<file path="config.mk">
export PLATFORM = sky130hd
export DESIGN_NAME = uart_rx_packet_ctrl
export DESIGN_NICKNAME = d
export VERILOG_FILES = /design/src/rtl/uart_rx_packet_ctrl.sv
export SDC_FILE = /design/constraint.sdc
export NUM_CORES = 1
export LEC_CHECK = 0
export ABC_AREA = 1
export CAP_MARGIN = 20
export CORE_MARGIN = 2
export CORE_UTILIZATION = 45
export CTS_CLUSTER_DIAMETER = 30
export CTS_CLUSTER_SIZE = 12
export DETAILED_ROUTE_END_ITERATION = 10
export GPL_TIMING_DRIVEN = 1
export PLACE_DENSITY = 0.75
export SYNTH_ARGS = -nofsm -noshare
export SYNTH_HDL_FRONTEND = slang
export SYNTH_SLANG_ARGS = --single-unit
</file>
<file path="constraint.sdc">
create_clock -name clk -period 1.8 [get_ports clk]
set_input_delay 0.27 -clock clk [delete_from_list [all_inputs] [get_ports clk]]
set_output_delay 0.27 -clock clk [all_outputs]
set_load 0.03 [all_outputs]
</file>
<file path="src/rtl/uart_rx_packet_ctrl.sv">
// uart_rx_packet_ctrl
// Turns the byte stream from a UART receiver into framed command packets:
//   SYNC_BYTE, length, payload[length], checksum
// The checksum is valid when length + payload + checksum sums to 0 mod 256.
// A validated payload is held in a local register file until the consumer
// acknowledges it. Length, checksum, inter-byte timeout and overrun faults
// each produce a single-cycle error pulse and drop the offending traffic.
module uart_rx_packet_ctrl #(
  parameter logic [7:0] SYNC_BYTE      = 8'hA5,
  parameter int         MAX_PAYLOAD    = 16,
  parameter int         TIMEOUT_CYCLES = 100_000,
  localparam int        AW             = (MAX_PAYLOAD > 1) ? $clog2(MAX_PAYLOAD) : 1,
  localparam int        LW             = $clog2(MAX_PAYLOAD + 1)
) (
  input  logic          clk,
  input  logic          rst,
  input  logic [7:0]    rx_data,
  input  logic          rx_data_valid,
  input  logic [AW-1:0] pkt_rd_addr,
  output logic [7:0]    pkt_rd_data,
  output logic          pkt_valid,
  output logic [LW-1:0] pkt_len,
  input  logic          pkt_ack,
  output logic          busy,
  output logic          err_checksum,
  output logic          err_length,
  output logic          err_timeout,
  output logic          err_overrun
);

  // The timeout counter only has to represent 0 .. TIMEOUT_CYCLES-1: the
  // cycle on which it would reach TIMEOUT_CYCLES is the expiry cycle itself.
  localparam int TW = (TIMEOUT_CYCLES > 2) ? $clog2(TIMEOUT_CYCLES) : 1;

  typedef enum logic [2:0] {
    S_WAIT_SYNC    = 3'd0,
    S_GET_LEN      = 3'd1,
    S_GET_PAYLOAD  = 3'd2,
    S_GET_CHECKSUM = 3'd3,
    S_HOLD         = 3'd4
  } state_t;

  // Running checksum is a plain 8-bit sum that wraps.
  function automatic logic [7:0] add_wrap8(input logic [7:0] a, input logic [7:0] b);
    return a + b;
  endfunction

  state_t        state_q, state_d;
  logic [7:0]    len_q, len_d;
  logic [7:0]    sum_q, sum_d;
  logic [AW-1:0] idx_q, idx_d;
  logic [TW-1:0] tmo_q, tmo_d;
  logic          pkt_valid_q, pkt_valid_d;
  logic [LW-1:0] pkt_len_q, pkt_len_d;
  logic          busy_q, busy_d;
  logic          err_checksum_q, err_checksum_d;
  logic          err_length_q, err_length_d;
  logic          err_timeout_q, err_timeout_d;
  logic          err_overrun_q, err_overrun_d;
  logic          buf_we;

  // Payload storage; deliberately never cleared, pkt_valid/pkt_len gate its use.
  logic [7:0]    buf_q [MAX_PAYLOAD];

  // Decoded conditions shared by the next-state and output logic.
  logic          tmo_expire;
  logic          len_too_big;
  logic          len_is_zero;
  logic          last_payload;
  logic          csum_ok;
  logic          is_sync;

  assign tmo_expire   = (tmo_q == TW'(TIMEOUT_CYCLES - 1));
  assign len_too_big  = (rx_data > 8'(MAX_PAYLOAD));
  assign len_is_zero  = (rx_data == 8'd0);
  assign last_payload = ((8'(idx_q) + 8'd1) == len_q);
  assign csum_ok      = (add_wrap8(sum_q, rx_data) == 8'd0);
  assign is_sync      = (rx_data == SYNC_BYTE);

  // State register plus all registered datapath and output state.
  always_ff @(posedge clk) begin
    if (rst) begin
      state_q        <= S_WAIT_SYNC;
      len_q          <= '0;
      sum_q          <= '0;
      idx_q          <= '0;
      tmo_q          <= '0;
      pkt_valid_q    <= 1'b0;
      pkt_len_q      <= '0;
      busy_q         <= 1'b0;
      err_checksum_q <= 1'b0;
      err_length_q   <= 1'b0;
      err_timeout_q  <= 1'b0;
      err_overrun_q  <= 1'b0;
    end else begin
      state_q        <= state_d;
      len_q          <= len_d;
      sum_q          <= sum_d;
      idx_q          <= idx_d;
      tmo_q          <= tmo_d;
      pkt_valid_q    <= pkt_valid_d;
      pkt_len_q      <= pkt_len_d;
      busy_q         <= busy_d;
      err_checksum_q <= err_checksum_d;
      err_length_q   <= err_length_d;
      err_timeout_q  <= err_timeout_d;
      err_overrun_q  <= err_overrun_d;
    end
  end

  // Payload write port; idx_q always stays below MAX_PAYLOAD while writing.
  always_ff @(posedge clk) begin
    if (buf_we) begin
      buf_q[idx_q] <= rx_data;
    end
  end

  // Next-state logic: an arriving byte always takes priority over timeout.
  always_comb begin
    state_d = state_q;
    case (state_q)
      S_WAIT_SYNC: begin
        if (rx_data_valid && is_sync) begin
          state_d = S_GET_LEN;
        end
      end
      S_GET_LEN: begin
        if (rx_data_valid) begin
          if (len_too_big) begin
            state_d = S_WAIT_SYNC;
          end else if (len_is_zero) begin
            state_d = S_GET_CHECKSUM;
          end else begin
            state_d = S_GET_PAYLOAD;
          end
        end else if (tmo_expire) begin
          state_d = S_WAIT_SYNC;
        end
      end
      S_GET_PAYLOAD: begin
        if (rx_data_valid) begin
          if (last_payload) begin
            state_d = S_GET_CHECKSUM;
          end
        end else if (tmo_expire) begin
          state_d = S_WAIT_SYNC;
        end
      end
      S_GET_CHECKSUM: begin
        if (rx_data_valid) begin
          state_d = csum_ok ? S_HOLD : S_WAIT_SYNC;
        end else if (tmo_expire) begin
          state_d = S_WAIT_SYNC;
        end
      end
      S_HOLD: begin
        // A byte coinciding with the ack is an overrun, never a new sync.
        if (pkt_ack) begin
          state_d = S_WAIT_SYNC;
        end
      end
      default: begin
        state_d = S_WAIT_SYNC;
      end
    endcase
  end

  // Output and datapath next values; the timeout counter idles at zero
  // outside the receive states so entry into GET_LEN starts from a clear count.
  always_comb begin
    len_d          = len_q;
    sum_d          = sum_q;
    idx_d          = idx_q;
    tmo_d          = '0;
    pkt_valid_d    = pkt_valid_q;
    pkt_len_d      = pkt_len_q;
    err_checksum_d = 1'b0;
    err_length_d   = 1'b0;
    err_timeout_d  = 1'b0;
    err_overrun_d  = 1'b0;
    buf_we         = 1'b0;
    case (state_q)
      S_GET_LEN: begin
        if (rx_data_valid) begin
          len_d        = rx_data;
          sum_d        = rx_data;
          idx_d        = '0;
          err_length_d = len_too_big;
        end else if (tmo_expire) begin
          err_timeout_d = 1'b1;
        end else begin
          tmo_d = tmo_q + TW'(1);
        end
      end
      S_GET_PAYLOAD: begin
        if (rx_data_valid) begin
          buf_we = 1'b1;
          sum_d  = add_wrap8(sum_q, rx_data);
          idx_d  = idx_q + AW'(1);
        end else if (tmo_expire) begin
          err_timeout_d = 1'b1;
        end else begin
          tmo_d = tmo_q + TW'(1);
        end
      end
      S_GET_CHECKSUM: begin
        if (rx_data_valid) begin
          if (csum_ok) begin
            pkt_valid_d = 1'b1;
            pkt_len_d   = LW'(len_q);
          end else begin
            err_checksum_d = 1'b1;
          end
        end else if (tmo_expire) begin
          err_timeout_d = 1'b1;
        end else begin
          tmo_d = tmo_q + TW'(1);
        end
      end
      S_HOLD: begin
        err_overrun_d = rx_data_valid;
        if (pkt_ack) begin
          pkt_valid_d = 1'b0;
        end
      end
      default: begin
      end
    endcase
  end

  assign busy_d = (state_d != S_WAIT_SYNC);

  // Reads beyond the buffer depth (non power-of-two depths) return zero.
  logic [AW:0] rd_addr_ext;
  assign rd_addr_ext = {1'b0, pkt_rd_addr};
  assign pkt_rd_data = (rd_addr_ext < (AW+1)'(MAX_PAYLOAD)) ? buf_q[pkt_rd_addr] : 8'h00;

  assign pkt_valid    = pkt_valid_q;
  assign pkt_len      = pkt_len_q;
  assign busy         = busy_q;
  assign err_checksum = err_checksum_q;
  assign err_length   = err_length_q;
  assign err_timeout  = err_timeout_q;
  assign err_overrun  = err_overrun_q;

endmodule

</file>
After elaboration in Yosys (flattened, before gate mapping)
Memory sizes are Yosys's and may differ from the RTL's.
Index checks and enable logic that the tools add are counted.

word-level totals
  flip-flop bits (word level) = 51
  bits in writable memories = 128
  input bits = 16
  output and inout bits = 19
  memories = 1
  word-level logic and storage cells = 81

operators by class
  equal/unequal tests = 12
  bitwise operators = 5
  mux-type cells = 28
  $lt $le $gt $ge = 2
  $add $sub $neg = 4
  reductions and logical operators = 17

memories
  memory  depth  width  rd ports  clocked after Yosys merged registers in  wr ports  line  text
  buf_q   16     8      1         0                                        1         63    logic [7:0] buf_q [MAX_PAYLOAD];

operators with widths
  kind                                                  count
  two-way mux 3 bit                                     8
  two-way mux 8 bit                                     3
  adder 17 x 1 -> 17 bit (second input constant)        1
  equality test 17 bit (second input constant)          1
  zero test 8 bit                                       2
  case mux 8 bit (2 select lines)                       1
  case mux 3 bit (5 select lines)                       1
  OR reduction 3 bit                                    4
  two-way mux 1 bit                                     10
  != test 2 bit (second input constant)                 5
  adder 8 bit                                           1
  equality test 5 x 8 -> 1 bit                          1
  equality test 8 bit (second input constant)           1
  > comparator 8 x 5 -> 1 bit (second input constant)   1
  two-way mux 4 bit                                     2
  case mux 4 bit (2 select lines)                       1
  equality test 3 x 2 -> 1 bit (second input constant)  2
  AND reduction 3 bit                                   2
  adder 4 x 1 -> 5 bit (second input constant)          1
  < comparator 4 x 5 -> 1 bit (second input constant)   1
  NOT 1 bit                                             5
  adder 4 x 1 -> 4 bit (second input constant)          1
  AND reduction 4 bit                                   1
  nonzero test 2 bit                                    2
  other kinds (10)                                      10

Longest topological paths before layout
Gate-level depths: netlist (run 1).

  depth in word-level cells = 6
  depth in mapped cells = 15
  mapped depth without buffers = 14

Worst setup path before layout (run 1)
OpenSTA, ideal clock, no wires.

  path type = flip-flop to flip-flop
  from = register sum_q[0]
  to = register pkt_len_q[4] (netlist: pkt_len[4])
  buffers on the path = 1
  data required time = 1.687 ns
  slack = -0.121 ns
  period minus slack after synthesis = 1.921 ns
  cell stages (with the launch flop) = 13
  library setup time = 0.113 ns
  arrival = 1.809 ns
  cells stage by stage = dfxtp_1 -> ha_1 -> inv_1 -> fa_1 -> nand2_1 -> nor2_1 -> nand3_1 -> nor2_1 -> and2_4 -> nand4_4 -> buf_6 -> nor2_1 -> nor2_1

between the ends
  word-level cells in the longest chain between the ends = 3

ends and longest elaborated chain
  what                                  line  text
  start: declaration                    50    logic [7:0] sum_q, sum_d;
  start signal: assignment              98    sum_q <= sum_d;
  adder 8 bit                           45    return a + b;
  zero test 8 bit                       77    assign csum_ok = (add_wrap8(sum_q, rx_data) == 8'd0);
  AND reduction 3 bit (no source line)  -
  end signal: assignment                102   pkt_len_q <= pkt_len_d;
  end: declaration                      54    logic [LW-1:0] pkt_len_q, pkt_len_d;

No other way between the ends.
A chain may end at the register's enable or synchronous reset.

Worst setup path in the final report (run 1)
  from = input port rx_data[1]
  to = register pkt_len_q[4] (netlist: pkt_len[4])

between the ends
  word-level cells in the longest chain between the ends = 3

ends and longest elaborated chain
  what                                  line  text
  start: declaration                    17    input logic [7:0] rx_data,
  adder 8 bit                           45
  zero test 8 bit                       77
  AND reduction 3 bit (no source line)  -

No other way between the ends.

==> metrics.cfg, run 1 <==
[run_status]
outcome=complete, but fails checks
violations=setup timing

[synth]
yosys.area.top_type=edfxtp_1
ys_async_sr_fraction=0
ys_top_cells_by_count=edfxtp_1 (128), nand2_1 (113), inv_1 (94), o21ai_0 (62)
synth-main-ff-cell=edfxtp_1
synth_edf_count=128
synth_area_leaders=edfxtp_1 (48%), dfxtp_1 (13%), nand2_1 (5.3%)
synth_seq_cells=179
avgSynthCellArea_sq_um=10.25
synth_seq_area_share=0.6048
synth_nets=814
yosysWarnings=0
ys_types=42
synthCells=785
synth.cell_area_sq_um=8044
synth_top_area_frac=0.4778
yosysMostFrequentCell=edfxtp_1

[sta]
setup_viol=15
worst_pin_slew_ns=0.3691
slew_violations=0
period_needed_ns=2.110
slew_headroom=0.7530
finalHoldViolations=0
rsz0062_at_grt=true
clock.fmax_mhz=473.9
finalSetupTns_ns=-2.746
setup_ws_ns=-0.3100
min_period_over_period=1.172
finClkSkew_ns=0.007850

[pwr]
netSwitchingFraction=0.2319
p_int_w=0.006627
p_per_area_nw_per_um2=860.1
p_comb_frac=0.070
share_seq_of_total_power=0.510
switchingPower_w=0.002000
peakVddDrop_mv=0.6208
leakage_nw=3.992
power_frac_clock=0.420

[worst_setup_path]
rr_startpoint=sum_q[0]
cp.depth=11
cp_max_fo=6
critPathCaptureType=flip-flop
path_delay_family=simple AND/OR/NAND/NOR gates
crit_start=rx_data[1]
r2r_setup_slack_ns=-0.29
critPathMostFrequentCell=nor2_2
reg2reg_depth=11
arrival_ns=2.42
crit_slowest_cell=fa_2
crit_path_end=pkt_len[4]
path_class=input pin to flip-flop
crit_buf_inv=2
start_kind=input pin
cp.required_ns=2.11
cp_slowest_stage_delay_ns=0.59
reg2reg_to=pkt_len[4]
worstPathCellList=clkdlybuf4s50_1 > inv_1 > fa_2 > nand2_1 > nor2_1 > nand3_1 > nor2_2 > and2_4 > nand4_4 > nor2_2 > nor2_2

[finish]
nNetsFinal=923
fin_area_sq_um=10030
diodes=0
area_growth_syn_to_layout_pct=24.68
layout-drive-gt1-share=0.1996
post-route-util=0.5759

[routing]
drt-total-wl_microns=18140
first_iter_violations=490
drtAntennaViolNets=0
route.detailed.drc=0
wire_per_inst_microns=16.02
avgViaCountPerCell=5.263
num_vias=5958
first_pass_iters=5

[placed_design]
place_area_sq_um=9155
io_buffers=34
hpwlAfterDp_microns=12190
place_congestion=0.8747

[hold_path]
hold_class=input pin to flip-flop

[floorplan]
ioPinCount=35
dieArea_sq_um=18960
fp-row-count=48
fp.dieH_microns=137.7
die_w_microns=137.7
coreArea_sq_um=17420
initial_core_util=0.4619

[clock_network]
holdBufCountCts=0
cts_tree=yes
worstSkewPairLatency_ns=0.42
clkTransAtPathRegs_ns=0.07
cts-root-buf=clkbuf_16
numCtsBuffers=17
h-tree-depth=4
clock_path_buffers=2
cts.sinks=179

[global_routing]
grt_max_degree=36
antenna_found_initial=0
grt_pass1_wl_microns=28110
grt_overflow=0
grt_usage=0.1987
grt_pass1_vias=5477

[flow_run]
maxCapViolations=0

[power by group through the flow]
| stage | Combinational (W) | Clock (W) | Sequential (W) |
|---|---|---|---|
| 4_1_cts | 0.000578 | 0.00369 | 0.00440 |
| 3_5_place_dp | 0.000534 | 0 | 0.00449 |
| 2_1_floorplan | 0.000266 | 0 | 0.00450 |
| 3_3_place_gp | 0.000524 | 0 | 0.00449 |
| 6_report | 0.000605 | 0.00362 | 0.00440 |
| 5_1_grt | 0.000650 | 0.00386 | 0.00440 |
[worst min path at each step]
stage                   endpoint        from  cells after the start  slack (ns)
floorplan            buf_q[0][0]  rx_data[0]                      0        0.37
global placement        tmo_q[0]    tmo_q[0]                      1        0.43
detailed placement      tmo_q[0]    tmo_q[0]                      1        0.44
CTS                     tmo_q[0]    tmo_q[0]                      1        0.45
global route        buf_q[12][3]  rx_data[3]                      2        0.42
finish              buf_q[15][3]  rx_data[3]                      2        0.44
[placed cells by master, fill, tap and decap left out, types with 17 or more instances in the layout]
cell type | Yosys | final
a21oi_1 | 60 | 55
nor3_1 | 21 | 18
inv_1 | 94 | 91
nor2_1 | 60 | 57
buf_4 | 2 | 75
nand3_1 | 30 | 29
nand2_1 | 113 | 107
dfxtp_1 | 51 | 50
mux2i_1 | 32 | 31
o211ai_1 | 32 | 32
clkbuf_16 | 0 | 17
o21ai_0 | 62 | 42
clkdlybuf4s50_1 | 0 | 20
edfxtp_1 | 128 | 128
[registers in the layout (all words and copies together), names as in the netlist]
signal	cells
buf_q	128
tmo_q	17
len_q	8
sum_q	8
pkt_len	5
idx_q	4
state_q	3
busy	1
err_checksum	1
err_length	1
err_overrun	1
err_timeout	1
pkt_valid	1
[logic make-up (layout without fill, tap and decap cells)]
family | after synthesis | after routing | share of synthesized area
buf+inv | 130 | 251 | 0.06626
simple gates | 259 | 260 | 0.1442
mux | 32 | 32 | 0.03982
xor+xnor | 7 | 7 | 0.007622
compound gates | 165 | 165 | 0.1162
fa+ha+maj | 13 | 13 | 0.02115
flops | 179 | 179 | 0.6048
[stage by stage]
stage               hold slack [ns]  worst slack, ns  cells  total power, W
floorplan                    0.3689          -0.1146    785        0.004762
global placement             0.4319          -0.7992   1090        0.005018
detailed placement           0.4425          -0.8437   1090        0.005028
CTS                          0.4523          -0.2534   1130        0.008667
global route                 0.4155          -0.4373   1132        0.008911
finish                       0.4405          -0.3100   1132        0.008627
[worst register-to-register path, stage by stage, from the launching register on]
cell	delay (ns)
dfxtp_2	0.36
ha_4	0.14
inv_2	0.04
fa_2	0.53
nand2_1	0.05
nor2_1	0.09
nand3_1	0.10
nor2_2	0.15
and2_4	0.18
nand4_4	0.13
nor2_2	0.16
nor2_2	0.05
[final cells by class]
| class | instances | area [sq um] |
|---|---|---|
| Sequential cell | 179 | 4866 |
| Clock inverter | 15 | 162.7 |
| Clock buffer | 17 | 425.4 |
| Multi-Input combinational cell | 477 | 2805 |
| Inverter | 98 | 367.9 |
| Timing Repair Buffer | 121 | 1121 |
| Tap cell | 225 | 281.5 |
| Fill cell | 1401 | 7387 |
[routing by layer]
layer  routed length [microns]  global-route usage
met2                      8691              0.3342
met4                       408             0.07029
met5                         0                   0
met1                      8000              0.2556
met3                      1039             0.04084
[repair_timing]
action,CTS,global route
setup endpoints to repair,18,146
resized for setup,31,44
pin swaps,18,22
setup buffers,6,2
cloned,2,0
No activity file was read; power rests on OpenSTA's default activity.
==> inputs of run 2 (changes only) <==
- CORE_MARGIN: 2 -> default
==> metrics.cfg, run 2 (synthesis results as in run 1) <==
[run_status]
outcome=complete, but fails checks
violations=setup timing

[finish]
area_growth_syn_to_layout_pct=25.15
largest_reg_flops=128
nNetsFinal=922
top_register=buf_q
final_cells=1131
layout-drive-gt1-share=0.2141
diodes=0
layout.cells.most_common=edfxtp_1
final_cell_mix=edfxtp_1 (128), nand2_1 (101), inv_1 (91)
reg_top3=buf_q: 128 flops, tmo_q: 17 flops

[worst_setup_path]
cp.required_ns=2.15
start_kind=flip-flop
cp_slowest_stage_delay_ns=0.53
crit_slowest_cell=fa_2
worstPathCellList=ha_4 > inv_2 > fa_2 > nand2_2 > nor2_2 > nand3_2 > nor2_2 > and2_4 > nand4_4 > nand2_2 > nand2_1 > nor2_1
path_class=flip-flop to flip-flop
arrival_ns=2.41
cp_max_fo=6
critPathCaptureType=flip-flop

[routing]
first_iter_violations=361
top_layer_used=met4
num_vias=6039
drt-total-wl_microns=19000
wire_per_inst_microns=16.80
wirelength_met1_microns=8344
avgViaCountPerCell=5.340
drtAntennaViolNets=0
wl_met3_microns=1094
wl_met2_microns=9195
route.detailed.drc=0
first_pass_iters=7

[pwr]
leakage_nw=3.971
fin_total_pwr_w=0.008699
p_per_area_nw_per_um2=864.1
peakVddDrop_mv=0.7152

[floorplan]
fp-row-count=48
initial_core_util=0.4635
die_w_microns=135.7
ioPinCount=35
dieArea_sq_um=18410
coreArea_sq_um=17360
fp.dieH_microns=135.7

[global_routing]
grt_pass1_vias=5849
grt_max_degree=43
grt_usage=0.2159
antenna_found_initial=0
grt_pass1_wl_microns=29790
grt_overflow=0

[sta]
timing.hold.ws_ns=0.4169
setup_viol=15
period_needed_ns=2.053
slew_headroom=0.6734
finClkSkew_ns=0.01580
min_period_over_period=1.140
slew_violations=0
clock.fmax_mhz=487.2
finalSetupTns_ns=-2.188
setup_ws_ns=-0.2527
worst_pin_slew_ns=0.4881
finalHoldViolations=0
rsz0062_at_grt=true

[clock_network]
numCtsBuffers=17
clkTransAtPathRegs_ns=0.07
clock_path_buffers=2
cts.sinks=179
cts-root-buf=clkbuf_16
cts_tree=yes
holdBufCountCts=0
h-tree-depth=4
worstSkewPairLatency_ns=0.44

[hold_path]
hold_class=flip-flop to flip-flop

[placed_design]
place_congestion=0.8814
hpwlAfterDp_microns=12740
io_buffers=34
dp_cells=1097

[flow_run]
maxCapViolations=0

-- run 2: cell count changes in the layout (fill, tap and decap cells not counted), moves of 2 or more --
cell        delta
dfxtp_1        -2
clkinv_2       +2
nand3_1        -3
nand2_1        -6
clkinv_1       -2
nand3_2        +3
clkinv_4       -2
o21ai_0        -2
inv_6          +2
dfxtp_2        +2
buf_6          -2
clkinvlp_4     +2
nand2_2        +7
-- run 2: through the flow --
stage	util	cell area, sq um	setup slack [ns]
after global placement	0.5327	9245	-0.7863
after floorplan	-	8073	-0.1146
after CTS	0.5718	9925	-0.2207
final	0.5800	10070	-0.2527
after detailed placement	0.5327	9245	-0.8181
after global routing	0.5800	10070	-0.3516
-- run 2: path summary, 6_finish.rpt --
| path | from | endpoint | slack, ns | depth (start not counted) |
|---|---|---|---|---|
| setup / recovery | sum_q[0] | pkt_len[1] | -0.25 | 12 |
| hold / removal | tmo_q[0] | tmo_q[0] | 0.42 | 1 |
| setup reg to reg | sum_q[0] | pkt_len[1] | -0.25 | 12 |
| hold reg to reg | tmo_q[0] | tmo_q[0] | 0.42 | 1 |
-- run 2: routing by layer --
layer,track usage,up-vias
met5,0,-
met4,0.08115,0
met3,0.05125,28
met2,0.3571,186
met1,0.2734,2873
li1,-,2952
-- run 2: area by class of cell --
| class | count | area [sq um] |
|---|---|---|
| inverter | 98 | 371.6 |
| clock buffer | 17 | 425.4 |
| multi-input combinational | 477 | 2840 |
| sequential | 179 | 4868 |
| timing repair buffer | 120 | 1119 |
| tap | 225 | 281.5 |
| fill | 1445 | 7289 |
| clock inverter | 15 | 161.4 |
-- run 2: worst max-delay path, delay by kind of cell, from the launching register on --
| kind | cells | cell delay, ns |
|---|---|---|
| adders and majority gates | 2 | 0.67 |
| buffers and inverters | 1 | 0.03 |
| DFF | 1 | 0.36 |
| and+or+nand+nor | 9 | 0.90 |
-- run 2: timing repair --
action                                  in CTS  in global routing
pin swaps                                   22                 22
gates cloned                                 1                  0
endpoints found under the setup margin      19                 24
buffers inserted                             1                  0
resized for setup                           38                 48
-- run 2: power breakdown --
group / switching [W] / internal (W)
Sequential: 0.000000253 / 0.00440
Combinational: 0.000364 / 0.000248
Clock: 0.00171 / 0.00197
Total: 0.00208 / 0.00662
